===== src/rtl/morse_char_emitter_pkg.sv =====
// Shared Morse types, timing constants and the emitter FSM state encoding.
package morse_pkg;

    typedef struct packed {
        logic [2:0] len;
        logic [4:0] pattern;
    } morse_code_t;

    localparam logic [2:0] DOT_UNITS        = 3'd1;
    localparam logic [2:0] DASH_UNITS       = 3'd3;
    localparam logic [2:0] SYM_GAP_UNITS    = 3'd1;
    localparam logic [2:0] CHAR_GAP_UNITS   = 3'd3;
    localparam logic [2:0] WORD_EXTRA_UNITS = 3'd4;

    typedef enum logic [2:0] {
        IDLE,
        MARK,
        GAP_SYM,
        GAP_CHAR,
        GAP_WORD
    } state_t;

    function automatic morse_code_t mk_code(input logic [2:0] len, input logic [4:0] pattern);
        morse_code_t c;
        c.len     = len;
        c.pattern = pattern;
        return c;
    endfunction

endpackage


===== src/rtl/morse_char_emitter_if.sv =====
// Character handshake between a producer and the Morse emitter.
interface morse_char_emitter_if;
    logic [7:0] char_i;
    logic       char_valid_i;
    logic       char_ready_o;

    modport master (output char_i, output char_valid_i, input char_ready_o);
    modport slave  (input char_i, input char_valid_i, output char_ready_o);
endinterface


===== src/rtl/morse_char_encoder.sv =====
// Combinational ASCII -> Morse code lookup; pattern bit 0 is sent first, 1 = dash.
module morse_char_encoder
    import morse_pkg::*;
(
    input  logic [7:0]  char_i,
    output morse_code_t code,
    output logic        is_space,
    output logic        is_known
);

    logic [7:0] upper;

    // Fold lowercase onto uppercase, then classify and look up the code.
    always_comb begin
        code     = '0;
        is_space = 1'b0;
        is_known = 1'b0;
        upper    = char_i;
        if (char_i >= 8'h61 && char_i <= 8'h7a) upper = char_i - 8'd32;

        if (upper == 8'h20) begin
            is_space = 1'b1;
            is_known = 1'b1;
        end else if (upper >= 8'h30 && upper <= 8'h39) begin
            // Digits 0-5 start with (5-d) dashes after d dots; 6-9 are the complement shape.
            is_known = 1'b1;
            if (upper[3:0] <= 4'd5) code = mk_code(3'd5, 5'b11111 << upper[3:0]);
            else                    code = mk_code(3'd5, ~(5'b11111 << (upper[3:0] - 4'd5)));
        end else if (upper >= 8'h41 && upper <= 8'h5a) begin
            is_known = 1'b1;
            case (upper)
                8'h41: code = mk_code(3'd2, 5'b00010); // A .-
                8'h42: code = mk_code(3'd4, 5'b00001); // B -...
                8'h43: code = mk_code(3'd4, 5'b00101); // C -.-.
                8'h44: code = mk_code(3'd3, 5'b00001); // D -..
                8'h45: code = mk_code(3'd1, 5'b00000); // E .
                8'h46: code = mk_code(3'd4, 5'b00100); // F ..-.
                8'h47: code = mk_code(3'd3, 5'b00011); // G --.
                8'h48: code = mk_code(3'd4, 5'b00000); // H ....
                8'h49: code = mk_code(3'd2, 5'b00000); // I ..
                8'h4a: code = mk_code(3'd4, 5'b01110); // J .---
                8'h4b: code = mk_code(3'd3, 5'b00101); // K -.-
                8'h4c: code = mk_code(3'd4, 5'b00010); // L .-..
                8'h4d: code = mk_code(3'd2, 5'b00011); // M --
                8'h4e: code = mk_code(3'd2, 5'b00001); // N -.
                8'h4f: code = mk_code(3'd3, 5'b00111); // O ---
                8'h50: code = mk_code(3'd4, 5'b00110); // P .--.
                8'h51: code = mk_code(3'd4, 5'b01011); // Q --.-
                8'h52: code = mk_code(3'd3, 5'b00010); // R .-.
                8'h53: code = mk_code(3'd3, 5'b00000); // S ...
                8'h54: code = mk_code(3'd1, 5'b00001); // T -
                8'h55: code = mk_code(3'd3, 5'b00100); // U ..-
                8'h56: code = mk_code(3'd4, 5'b01000); // V ...-
                8'h57: code = mk_code(3'd3, 5'b00110); // W .--
                8'h58: code = mk_code(3'd4, 5'b01001); // X -..-
                8'h59: code = mk_code(3'd4, 5'b01101); // Y -.--
                default: code = mk_code(3'd4, 5'b00011); // Z --..
            endcase
        end
    end

endmodule


===== src/rtl/morse_char_emitter.sv =====
// Serialises accepted ASCII characters as timed on/off Morse keying.
module morse_char_emitter
    import morse_pkg::*;
#(
    parameter int unsigned DOT_PERIOD_WIDTH = 16
) (
    input  logic                        clk_i,
    input  logic                        rst_i,
    morse_char_emitter_if.slave         chr,
    input  logic [DOT_PERIOD_WIDTH-1:0] dot_period_i,
    output logic                        morse_o,
    output logic                        busy_o,
    output logic                        unknown_o
);

    state_t                      state, state_nx;
    morse_code_t                 code_q, enc_code;
    logic                        enc_space, enc_known;
    logic [DOT_PERIOD_WIDTH-1:0] period_q, cyc_q;
    logic [2:0]                  unit_q, idx_q, units;
    logic                        period_end, seg_end, ready, transfer;

    morse_char_encoder u_encoder (
        .char_i   (chr.char_i),
        .code     (enc_code),
        .is_space (enc_space),
        .is_known (enc_known)
    );

    assign period_end       = (cyc_q == period_q - DOT_PERIOD_WIDTH'(1));
    assign seg_end          = period_end && (unit_q == units - 3'd1);
    assign chr.char_ready_o = ready;
    assign busy_o           = (state != IDLE);

    // Length, in units, of the segment the current state is timing.
    always_comb begin
        units = DOT_UNITS;
        case (state)
            MARK:     units = code_q.pattern[idx_q] ? DASH_UNITS : DOT_UNITS;
            GAP_SYM:  units = SYM_GAP_UNITS;
            GAP_CHAR: units = CHAR_GAP_UNITS;
            GAP_WORD: units = WORD_EXTRA_UNITS;
            default:  units = DOT_UNITS;
        endcase
    end

    // Next state and handshake; a transfer in a gap's last cycle overrides the return to IDLE.
    always_comb begin
        state_nx = state;
        ready    = 1'b0;
        case (state)
            IDLE:    ready = 1'b1;
            MARK:    if (seg_end) state_nx = (idx_q == code_q.len - 3'd1) ? GAP_CHAR : GAP_SYM;
            GAP_SYM: if (seg_end) state_nx = MARK;
            GAP_CHAR, GAP_WORD: begin
                if (seg_end) begin
                    ready    = 1'b1;
                    state_nx = IDLE;
                end
            end
            default: state_nx = IDLE;
        endcase
        transfer = ready && chr.char_valid_i;
        if (transfer) begin
            if (!enc_known)    state_nx = IDLE;
            else if (enc_space) state_nx = GAP_WORD;
            else               state_nx = MARK;
        end
    end

    // State register.
    always_ff @(posedge clk_i or negedge rst_i) begin
        if (!rst_i) state <= IDLE;
        else        state <= state_nx;
    end

    // Latched character/period, timing counters and registered outputs.
    always_ff @(posedge clk_i or negedge rst_i) begin
        if (!rst_i) begin
            code_q    <= '0;
            period_q  <= DOT_PERIOD_WIDTH'(1);
            cyc_q     <= '0;
            unit_q    <= '0;
            idx_q     <= '0;
            morse_o   <= 1'b0;
            unknown_o <= 1'b0;
        end else begin
            morse_o   <= (state_nx == MARK);
            unknown_o <= transfer && !enc_known;
            if (transfer) begin
                code_q   <= enc_code;
                period_q <= (dot_period_i == '0) ? DOT_PERIOD_WIDTH'(1) : dot_period_i;
                cyc_q    <= '0;
                unit_q   <= '0;
                idx_q    <= '0;
            end else if (state != IDLE) begin
                if (seg_end) begin
                    cyc_q  <= '0;
                    unit_q <= '0;
                    if (state == MARK) idx_q <= idx_q + 3'd1;
                end else if (period_end) begin
                    cyc_q  <= '0;
                    unit_q <= unit_q + 3'd1;
                end else begin
                    cyc_q <= cyc_q + DOT_PERIOD_WIDTH'(1);
                end
            end
        end
    end

endmodule


===== src/flat_wrapper.sv =====
// flat-port wrapper written by rule: the top's interface ports become plain ports
module morse_char_emitter_flat import morse_pkg::*;
#(
    parameter int unsigned DOT_PERIOD_WIDTH = 16
)
  (clk_i, rst_i, dot_period_i, morse_o, busy_o, unknown_o, chr_char_i, chr_char_valid_i, chr_char_ready_o);
  morse_char_emitter_if chr_i ();
  input  logic clk_i;
  input  logic rst_i;
  input  logic [DOT_PERIOD_WIDTH-1:0] dot_period_i;
  output logic morse_o;
  output logic busy_o;
  output logic unknown_o;
  input wire logic [$bits(chr_i.char_i)-1:0] chr_char_i;
  input wire logic [$bits(chr_i.char_valid_i)-1:0] chr_char_valid_i;
  output wire logic [$bits(chr_i.char_ready_o)-1:0] chr_char_ready_o;
  assign chr_i.char_i = chr_char_i;
  assign chr_i.char_valid_i = chr_char_valid_i;
  assign chr_char_ready_o = chr_i.char_ready_o;
  morse_char_emitter #(.DOT_PERIOD_WIDTH(DOT_PERIOD_WIDTH)) u_core (.clk_i(clk_i), .rst_i(rst_i), .chr(chr_i), .dot_period_i(dot_period_i), .morse_o(morse_o), .busy_o(busy_o), .unknown_o(unknown_o));
endmodule

===== config.mk =====
export PLATFORM = sky130hd
export DESIGN_NAME = morse_char_emitter_flat
export DESIGN_NICKNAME = d
export VERILOG_FILES = /design/src/rtl/morse_char_emitter_pkg.sv /design/src/rtl/morse_char_emitter_if.sv /design/src/rtl/morse_char_encoder.sv /design/src/rtl/morse_char_emitter.sv /design/src/flat_wrapper.sv
export SDC_FILE = /design/constraint.sdc
export NUM_CORES = 1
export LEC_CHECK = 0
export CORE_ASPECT_RATIO = 2
export CORE_MARGIN = 3
export CORE_UTILIZATION = 35
export DETAILED_ROUTE_END_ITERATION = 10
export PLACE_DENSITY_LB_ADDON = 0.1
export SYNTH_ARGS = -nofsm -noshare
export SYNTH_HDL_FRONTEND = slang
export SYNTH_SLANG_ARGS = --single-unit

===== constraint.sdc =====
create_clock -name clk_i -period 3.9 [get_ports clk_i]
set_input_delay 0.78 -clock clk_i [delete_from_list [all_inputs] [get_ports clk_i]]
set_output_delay 0.78 -clock clk_i [all_outputs]
set_load 0.01 [all_outputs]

==> flow_metrics.tcl, run 1 <==
set metrics [dict create \
    status "finished, final reports clean" \
    hold_class "reg -> reg" \
    avgRoutedWirePerCell_um 18.7 \
    holdPathEnd "u_core.code_q[3]" \
    grt_pass1_wl_um 19300 \
    fin_skew_ns 0.00386 \
    fin_tns_setup_ns 0 \
    worst_pin_slew_ns 0.850 \
    synthTopCellsByArea "dfrtp_1, mux2_4, ha_1" \
    fillCellCount 1110 \
    synth_compound_area_frac 0.187 \
    yosysSeqAreaShare 0.322 \
    synth_nets 483 \
    grt_overflow 0 \
    grt_util_all_layers 0.200 \
    hold_viol_final 0 \
    cts_tree "done" \
    syn-cell-area_um2 3970 \
    synth-edff-count 0 \
    synth.distinct_cells 74 \
    synth.top_cell.area_share 0.315 \
    drt_first_pass_iters 4 \
    min_path_cells 1 \
    wl_um 12000 \
    core_um2 11000 \
    crit_type "reg -> out" \
    synthCells 440 \
    vias_per_cell 5.53 \
    setup_violations 0 \
    fin_util 0.445 \
    endpoint_kind "output pin" \
    num_vias 3554 \
    synth_mux_area_frac 0.0935 \
    row_count 54 \
    hold_start "u_core.code_q[3]" \
    cts_inserted_buffers 5 \
    grt_start_max_net_pins 37 \
    ir_drop_uv 177 \
    start_kind "flop" \
    fp.dieArea_um2 12700 \
    die_w_um 81.3 \
    worstReg2RegStart "u_core.period_q[3]" \
    async_reset_ff_frac 1.00 \
    antennaDiodeCount 0 \
    grt_pass1_vias 3839 \
    regToRegSetupSlack_ns 0.33 \
    dp_slack_ns -0.0749 \
    synth_common_cells "dfrtp_1, nor2_1, nand2_1, a21oi_1, inv_1" \
    crit_required_ns 3.12 \
    ys_warn_count 0 \
    crit_path_max_fanout 4 \
    yosysMostFrequentCell "dfrtp_1" \
    drc 0 \
    synth_top_area_cell "dfrtp_1" \
    arrival_ns 3.01 \
    die_y_um 157 \
    layout_setup_ws_ns 0.106 \
    power.density_nw_per_um2 227 \
    min_period_ns 3.79 \
    power.leakage_uw 0.00217 \
    finalMaxSlewViolations 0 \
    fmax_mhz 264 \
    antenna_found_initial 0 \
    gp_congestion 0.898 \
    synthFlopType "dfrtp_1" \
    maxSlewHeadroom 0.434 \
    cts_buffer_depth 2 \
    finalPower_uw 1110 \
    clk_pin_slew_worst_paths_ns 0.07 \
    layout-drive-gt1-share 0.199 \
    cts_sinks 51 \
    synth_top_family_by_area "simple AND/OR/NAND/NOR gates" \
    drv_cap 0 \
    final_nets 547 \
    cts_root_buffer "clkbuf_16" \
    synth-xor-area-share 0.0882 \
    ios 31 \
    final_antenna_net_count 0 \
    syn2layout_area_growth_pct 23.3 \
    r2r_end "u_core.period_q[3]" \
    reg2reg_depth 11 \
    hpwlAfterDp_um 9760 \
    synthAdderAreaFrac 0.0504 \
    ys_seq_elements 51 \
    clk_latency_ns 0.29 \
    final.period_utilization 0.973 \
    drt_iter0_markers 152 \
    htreeDepth 2 \
    port-buffer-count 30 \
    synth_simple_gate_area_frac 0.211 \
    syn_area_per_cell_um2 9.03 \
    initial_core_util 0.361 \
]
## per-layer routing
metal  up-vias  routed length (µm)  global-route usage
met1      1702                3870               0.180
met4         0                 572               0.107
met5         -                   0                   0
li1       1728                   -                   -
met3        35                 286              0.0179
met2        89                7300               0.408
## cell families after synthesis
group,count (synthesis)
and+or+nand+nor,156
AOI/OAI and AO/OA,104
DFF,51
buffers and inverters,45
xor gates and xnor gates,40
muxes,28
adders and majority gates,16
## how the worst max path moves through the flow
| stage | slack (ns) | end | startpoint | cells past startpoint |
|---|---|---|---|---|
| floorplan | 0.25 | chr_char_ready_o | u_core.period_q[3] | 9 |
| global placement | -0.04 | chr_char_ready_o | u_core.period_q[3] | 8 |
| detailed placement | -0.07 | chr_char_ready_o | u_core.idx_q[0] | 13 |
| CTS | 0.03 | chr_char_ready_o | u_core.idx_q[0] | 12 |
| global route | -0.01 | chr_char_ready_o | u_core.idx_q[0] | 13 |
| finish | 0.11 | chr_char_ready_o | u_core.period_q[3] | 8 |
## power by group
group	switching [µW]	total [µW]	internal, µW
combinational	90.8	159	67.7
sequential	0	529	529
clock	195	426	232
total	286	1110	828
## registers in the layout, summed over array words and instances (netlist names)
| register | count |
|---|---|
| u_core.idx_q | 3 |
| u_core.unit_q | 3 |
| u_core.cyc_q | 16 |
| u_core.code_q | 8 |
| u_core.morse_o | 1 |
| u_core.period_q | 16 |
| u_core.state | 3 |
| u_core.unknown_o | 1 |
## worst max-delay path, stage by stage, from the launching register on
cell       delay [ns]
dfrtp_1          0.44
or4_4            0.58
or4_1            0.51
o311ai_1         0.44
a2111oi_4        0.16
nand4_4          0.13
a21boi_2         0.08
or2_4            0.25
buf_6            0.12
## stage by stage
stage | hold slack (ns) | area, µm² | cells
finish | 0.509 | 4900 | 643
global route | 0.532 | 4900 | 643
CTS | 0.514 | 4880 | 643
detailed placement | 0.495 | 4670 | 632
global placement | 0.489 | 4670 | 632
floorplan | 0.468 | 3970 | 440
## repair_timing
item / in CTS / in global routing
gates resized for setup: 14 / 3
setup buffers: 5 / 0
setup endpoints to repair: 1 / 1
gates cloned: 0 / 0
pin swaps: 7 / 6
hold buffers: 0 / 0
## placed cells by master, fill, tap and decap left out, drive strengths merged, types with 8 or more instances in the layout
cell / n
buf: 51
dfrtp: 50
nor2: 38
nand2: 34
clkdlybuf4s50: 28
a21oi: 24
inv: 23
xnor2: 22
mux2: 21
o21ai: 20
xor2: 18
ha: 16
nor4: 13
nor3: 9
nand2b: 8
nand3: 8
and3: 8
nand4: 8
## area by class of cell
class,instances,area [µm²],area share
Clock buffer,6,129,0.0263
Inverter,23,86.3,0.0176
Multi-Input combinational cell,344,2560,0.524
Sequential cell,51,1280,0.261
Tap cell,140,175,0.0358
Timing Repair Buffer,79,664,0.136
No activity file was read; power rests on OpenSTA's default activity.
==> inputs of run 2 (changes only) <==
clock period = 4.12 ns   (was 3.9 ns; I/O delays follow)
==> flow_metrics.tcl, run 2 (same netlist as run 1, synthesis figures left out) <==
set metrics [dict create \
    status "finished, final reports clean" \
    drv_cap 0 \
    layout-drive-gt1-share 0.171 \
    antenna_found_initial 0 \
    final_common_cell "dfrtp_1" \
    cts_root_buffer "clkbuf_16" \
    rsz0062_at_grt "false" \
    arrival_ns 3.11 \
    hpwlAfterDp_um 9730 \
    most-common-layout-cells "dfrtp_1, nor2_1, buf_4, nand2_1, clkdlybuf4s50_1" \
    fmax_mhz 254 \
    grt_start_max_net_pins 40 \
    crit_end "chr_char_ready_o" \
    endpoint_kind "output pin" \
    grt_pass1_wl_um 19600 \
    layout_setup_ws_ns 0.186 \
    grt_overflow 0 \
    die_y_um 157 \
    power.leakage_uw 0.00213 \
    min_period_ns 3.93 \
    grt_pass1_vias 3846 \
    fillCellCount 1120 \
    cts_buffer_depth 2 \
    regToRegSetupSlack_ns 0.47 \
    crit_path_max_fanout 7 \
    finalPower_uw 1190 \
    wl_um 12000 \
    avgRoutedWirePerCell_um 18.9 \
    ff_latch_area_um2 1280 \
    fin_tns_setup_ns 0 \
    hold_class "reg -> reg" \
    port-buffer-count 30 \
    worstReg2RegStart "u_core.period_q[4]" \
    final_nets 534 \
    r2r_end "u_core.period_q[5]" \
    power.density_nw_per_um2 247 \
    initial_core_util 0.361 \
    clk_pin_slew_worst_paths_ns 0.07 \
    clk_latency_ns 0.29 \
    row_count 54 \
    top_regs "u_core.cyc_q (16), u_core.period_q (16), u_core.code_q (8)" \
    cts_tree "done" \
    holdWs_ns 0.520 \
    drc 0 \
    core_um2 11000 \
    reg2reg_depth 12 \
    startpoint "u_core.period_q[4]" \
    multi_input_area_um2 2500 \
    final.period_utilization 0.955 \
    placed_cells 620 \
    ios 31 \
    hold_viol_final 0 \
    dp_slack_ns 0.0969 \
    crit_required_ns 3.30 \
    stdcell_count 632 \
    maxSlewHeadroom 0.382 \
    syn2layout_area_growth_pct 21.0 \
    start_kind "flop" \
    crit_type "reg -> out" \
    fin_skew_ns 0.00710 \
    hold_buffers 0 \
    cts_sinks 51 \
    die_w_um 81.3 \
    vias_per_cell 5.58 \
    antennaDiodeCount 0 \
    cts_inserted_buffers 5 \
    drt_first_pass_iters 4 \
    drt_iter0_markers 161 \
    num_vias 3525 \
    worst_pin_slew_ns 0.927 \
    htreeDepth 2 \
    grt_util_all_layers 0.204 \
    gp_congestion 0.903 \
    finalMaxSlewViolations 0 \
    final_antenna_net_count 0 \
    ir_drop_uv 146 \
    fp.dieArea_um2 12700 \
    setup_violations 0 \
]
==> run 2: worst max-delay path, stage by stage (launching register included) <==
cell	delay, ns
dfrtp_1	0.46
or4_4	0.57
or4_1	0.52
o311ai_0	0.41
a2111oi_2	0.16
nand4_2	0.20
a21boi_2	0.09
or2_2	0.29
clkbuf_2	0.14
==> run 2: how the worst min path moves through the flow <==
stage | from | to | slack [ns] | cells after the start
finish | u_core.code_q[2] | u_core.code_q[2] | 0.52 | 1
CTS | u_core.code_q[2] | u_core.code_q[2] | 0.52 | 1
floorplan | u_core.code_q[3] | u_core.code_q[3] | 0.47 | 1
global placement | u_core.code_q[3] | u_core.code_q[3] | 0.49 | 1
detailed placement | u_core.code_q[2] | u_core.code_q[2] | 0.50 | 1
global route | u_core.code_q[2] | u_core.code_q[2] | 0.53 | 1
==> run 2: power breakdown <==
group	internal [µW]	total [µW]	switching (µW)
sequential	500	500	0
combinational	62.7	150	87.3
clock	348	537	189
==> run 2: metal layers <==
layer | track usage | part of all wire | vias up
li1 | - | - | 1709
met1 | 0.179 | 0.32 | 1724
met2 | 0.422 | 0.62 | 66
met3 | 0.0196 | 0.019 | 26
met4 | 0.106 | 0.042 | 0
met5 | 0 | 0 | -
==> run 2: cell type report <==
type / count / share of cell area
inverter: 23 / 0.0180
multi-input combinational: 344 / 0.521
sequential: 51 / 0.266
clock buffer: 5 / 0.0260
timing repair buffer: 66 / 0.119
tap: 140 / 0.0364
clock inverter: 3 / 0.0141
==> run 2: per-stage QoR <==
| step | area [µm²] | util |
|---|---|---|
| 2_1_floorplan | 3970 | - |
| 3_3_place_gp | 4590 | 0.417 |
| 3_5_place_dp | 4590 | 0.417 |
| 4_1_cts | 4800 | 0.436 |
| 5_1_grt | 4810 | 0.437 |
| 6_report | 4810 | 0.437 |
==> run 2: repair_timing <==
| action | in CTS | in global routing |
|---|---|---|
| gates resized for setup | 2 | 1 |
| endpoints found under the setup margin | 1 | 1 |
| hold endpoints to repair | 0 | 0 |
| pin swaps | 3 | 2 |
| buffers inserted | 2 | 2 |
==> inputs of run 3 (changes only) <==
SYNTH_HIERARCHICAL = 1   (was unset)
TNS_END_PERCENT = 50   (was unset)
==> flow_metrics.tcl, run 3 <==
set metrics [dict create \
    ys_warn_count 6 \
    cts_sinks 51 \
    cts_buffer_depth 2 \
    htreeDepth 2 \
    grt_pass1_vias 3753 \
    grt_pass1_wl_um 19600 \
    stdcell_count 637 \
    hold_viol_final 0 \
    final_area_um2 4840 \
    antennaDiodeCount 0 \
    synth_common_cells "dfrtp_1, nor2_1, nand2_1, o21ai_0, xnor2_1" \
    synthCells 454 \
    final.period_utilization 0.953 \
    fmax_mhz 255 \
    initial_core_util 0.362 \
    crit_family "simple AND/OR/NAND/NOR gates" \
    cts_root_buffer "clkbuf_16" \
    yosysSeqAreaShare 0.309 \
    endpoint_kind "output pin" \
    core_um2 11400 \
    gp_congestion 0.951 \
    arrival_ns 3.10 \
    regToRegSetupSlack_ns 0.76 \
    reg2reg_depth 11 \
    crit_type "reg -> out" \
    clk_pin_slew_worst_paths_ns 0.06 \
    wl_um 12100 \
    crit_path_max_fanout 5 \
    synth-edff-count 0 \
    die_w_um 82.8 \
    critical_path.cell_chain "or3b_2, a21oi_1, o21ai_0, ha_1, xor2_1, or3_1, a21oi_2, inv_1, o21ai_2, a21o_1, clkdlybuf4s15_1" \
    synth_nets 496 \
    min_path_cells 1 \
    antenna_found_initial 0 \
    fp.dieArea_um2 13200 \
    maxSlewHeadroom 0.467 \
    critPathMaxStageDelay_ns 0.48 \
    synth.distinct_cells 78 \
    fin_skew_ns 0.00343 \
    fin_tns_setup_ns 0 \
    holdPathEnd "u_core/code_q[6]" \
    cts_inserted_buffers 5 \
    port-buffer-count 30 \
    syn-cell-area_um2 4130 \
    cts_tree "done" \
    r2r_end "u_core/code_q[5]" \
    placed_cells 628 \
    async_reset_ff_frac 1.00 \
    yosysMostFrequentCell "dfrtp_1" \
    ios 31 \
    setup_violations 0 \
    top_regs "u_core/cyc_q (16), u_core/period_q (16), u_core/code_q (8)" \
    final_nets 536 \
    drt_first_pass_iters 4 \
    cpMaxStageDelayCell "or3b_2" \
    synth.top_cell.area_share 0.303 \
    vias_per_cell 5.69 \
    hold_start "u_core/code_q[6]" \
    row_count 55 \
    most-common-layout-cells "dfrtp_1, nor2_1, nand2_1, clkdlybuf4s50_1, buf_4" \
    ys_seq_elements 51 \
    final_antenna_net_count 0 \
    layout-drive-gt1-share 0.166 \
    start_kind "flop" \
    num_vias 3626 \
    rsz0062_at_grt "false" \
    drc 0 \
    worstReg2RegStart "u_core/period_q[1]" \
    synth_top_area_cell "dfrtp_1" \
    worst_pin_slew_ns 0.800 \
    ir_drop_uv 237 \
    hold_buffers 0 \
    holdWs_ns 0.509 \
    power.leakage_uw 0.00206 \
    crit_required_ns 3.30 \
    die_y_um 160 \
    status "finished, final reports clean" \
    synthFlopType "dfrtp_1" \
    hpwlAfterDp_um 9590 \
    power.density_nw_per_um2 447 \
    place_area_um2 4690 \
    clk_latency_ns 0.29 \
    path_buf_inv 2 \
    min_period_ns 3.93 \
    syn2layout_area_growth_pct 17.1 \
    drv_cap 0 \
    grt_start_max_net_pins 34 \
    grt_util_all_layers 0.185 \
    final_common_cell "dfrtp_1" \
    synthTopCellsByArea "dfrtp_1, mux2_4, ha_1" \
    finalMaxSlewViolations 0 \
    drt_iter0_markers 201 \
    avgRoutedWirePerCell_um 19.0 \
    grt_overflow 0 \
    hold_class "reg -> reg" \
    syn_area_per_cell_um2 9.10 \
]
run 3: kinds of logic (layout without fill, tap and decap cells):
kind of cell | after synthesis | count (layout) | share of synthesized area
muxes | 28 | 28 | 0.0936
DFF | 51 | 51 | 0.309
AOI/OAI and AO/OA | 105 | 105 | 0.187
xor gates and xnor gates | 39 | 39 | 0.0827
and+or+nand+nor | 173 | 173 | 0.233
buffers and inverters | 43 | 84 | 0.0490
adders and majority gates | 15 | 15 | 0.0454
run 3: worst max path at each step:
| stage | slack [ns] | cells past startpoint | from | endpoint |
|---|---|---|---|---|
| 2_1_floorplan | 0.58 | 11 | u_core/idx_q[0] | chr_char_ready_o |
| 3_3_place_gp | 0.17 | 12 | u_core/idx_q[0] | chr_char_ready_o |
| 3_5_place_dp | 0.13 | 12 | u_core/idx_q[0] | chr_char_ready_o |
| 4_1_cts | 0.1 | 11 | u_core/idx_q[1] | chr_char_ready_o |
| 5_1_grt | 0.01 | 11 | u_core/idx_q[1] | chr_char_ready_o |
| 6_report | 0.19 | 11 | u_core/idx_q[1] | chr_char_ready_o |
run 3: worst register-to-register path: cells and delay by family (launching register included):
family	cells	cell delay, ns
AOI/OAI and AO/OA	3	0.87
adders and majority gates	1	0.20
buffers and inverters	2	0.33
DFF	1	0.43
muxes	1	0.37
and+or+nand+nor	4	1.04
run 3: per-stage QoR:
stage               worst slack [ns]  total power (µW)  utilization
detailed placement             0.130              1760        0.411
global placement               0.173              1750        0.411
global route                  0.0107              2320        0.424
CTS                           0.0991              2180        0.423
finish                         0.194              2160        0.424
floorplan                      0.582              1460            -
run 3: layout make-up:
cell class | count | area (µm²)
Clock buffer | 8 | 136
Tap cell | 142 | 178
Multi-Input combinational cell | 360 | 2660
Fill cell | 1185 | 6580
Sequential cell | 51 | 1280
Timing Repair Buffer | 56 | 503
Inverter | 20 | 88.8
run 3: routing by layer:
| layer | vias up | GRT usage | share of wire |
|---|---|---|---|
| met4 | 0 | 0.0796 | 0.029 |
| met5 | - | 0 | 0 |
| met2 | 76 | 0.389 | 0.61 |
| met3 | 25 | 0.0186 | 0.020 |
| li1 | 1749 | - | - |
| met1 | 1776 | 0.172 | 0.34 |
run 3: power by group:
part	internal (µW)	leakage, µW	switching [µW]	total [µW]
clock	227	0.0000652	180	406
sequential	634	0.000652	201	835
combinational	482	0.00134	438	920
total	1340	0.00206	819	2160
run 3: repair_timing:
action / 4_1_cts / 5_1_grt
endpoints found under the setup margin: 1 / 1
setup buffers: 0 / 1
endpoints found under the hold margin: 0 / 0
pin swaps: 0 / 2
resized for setup: 2 / 2
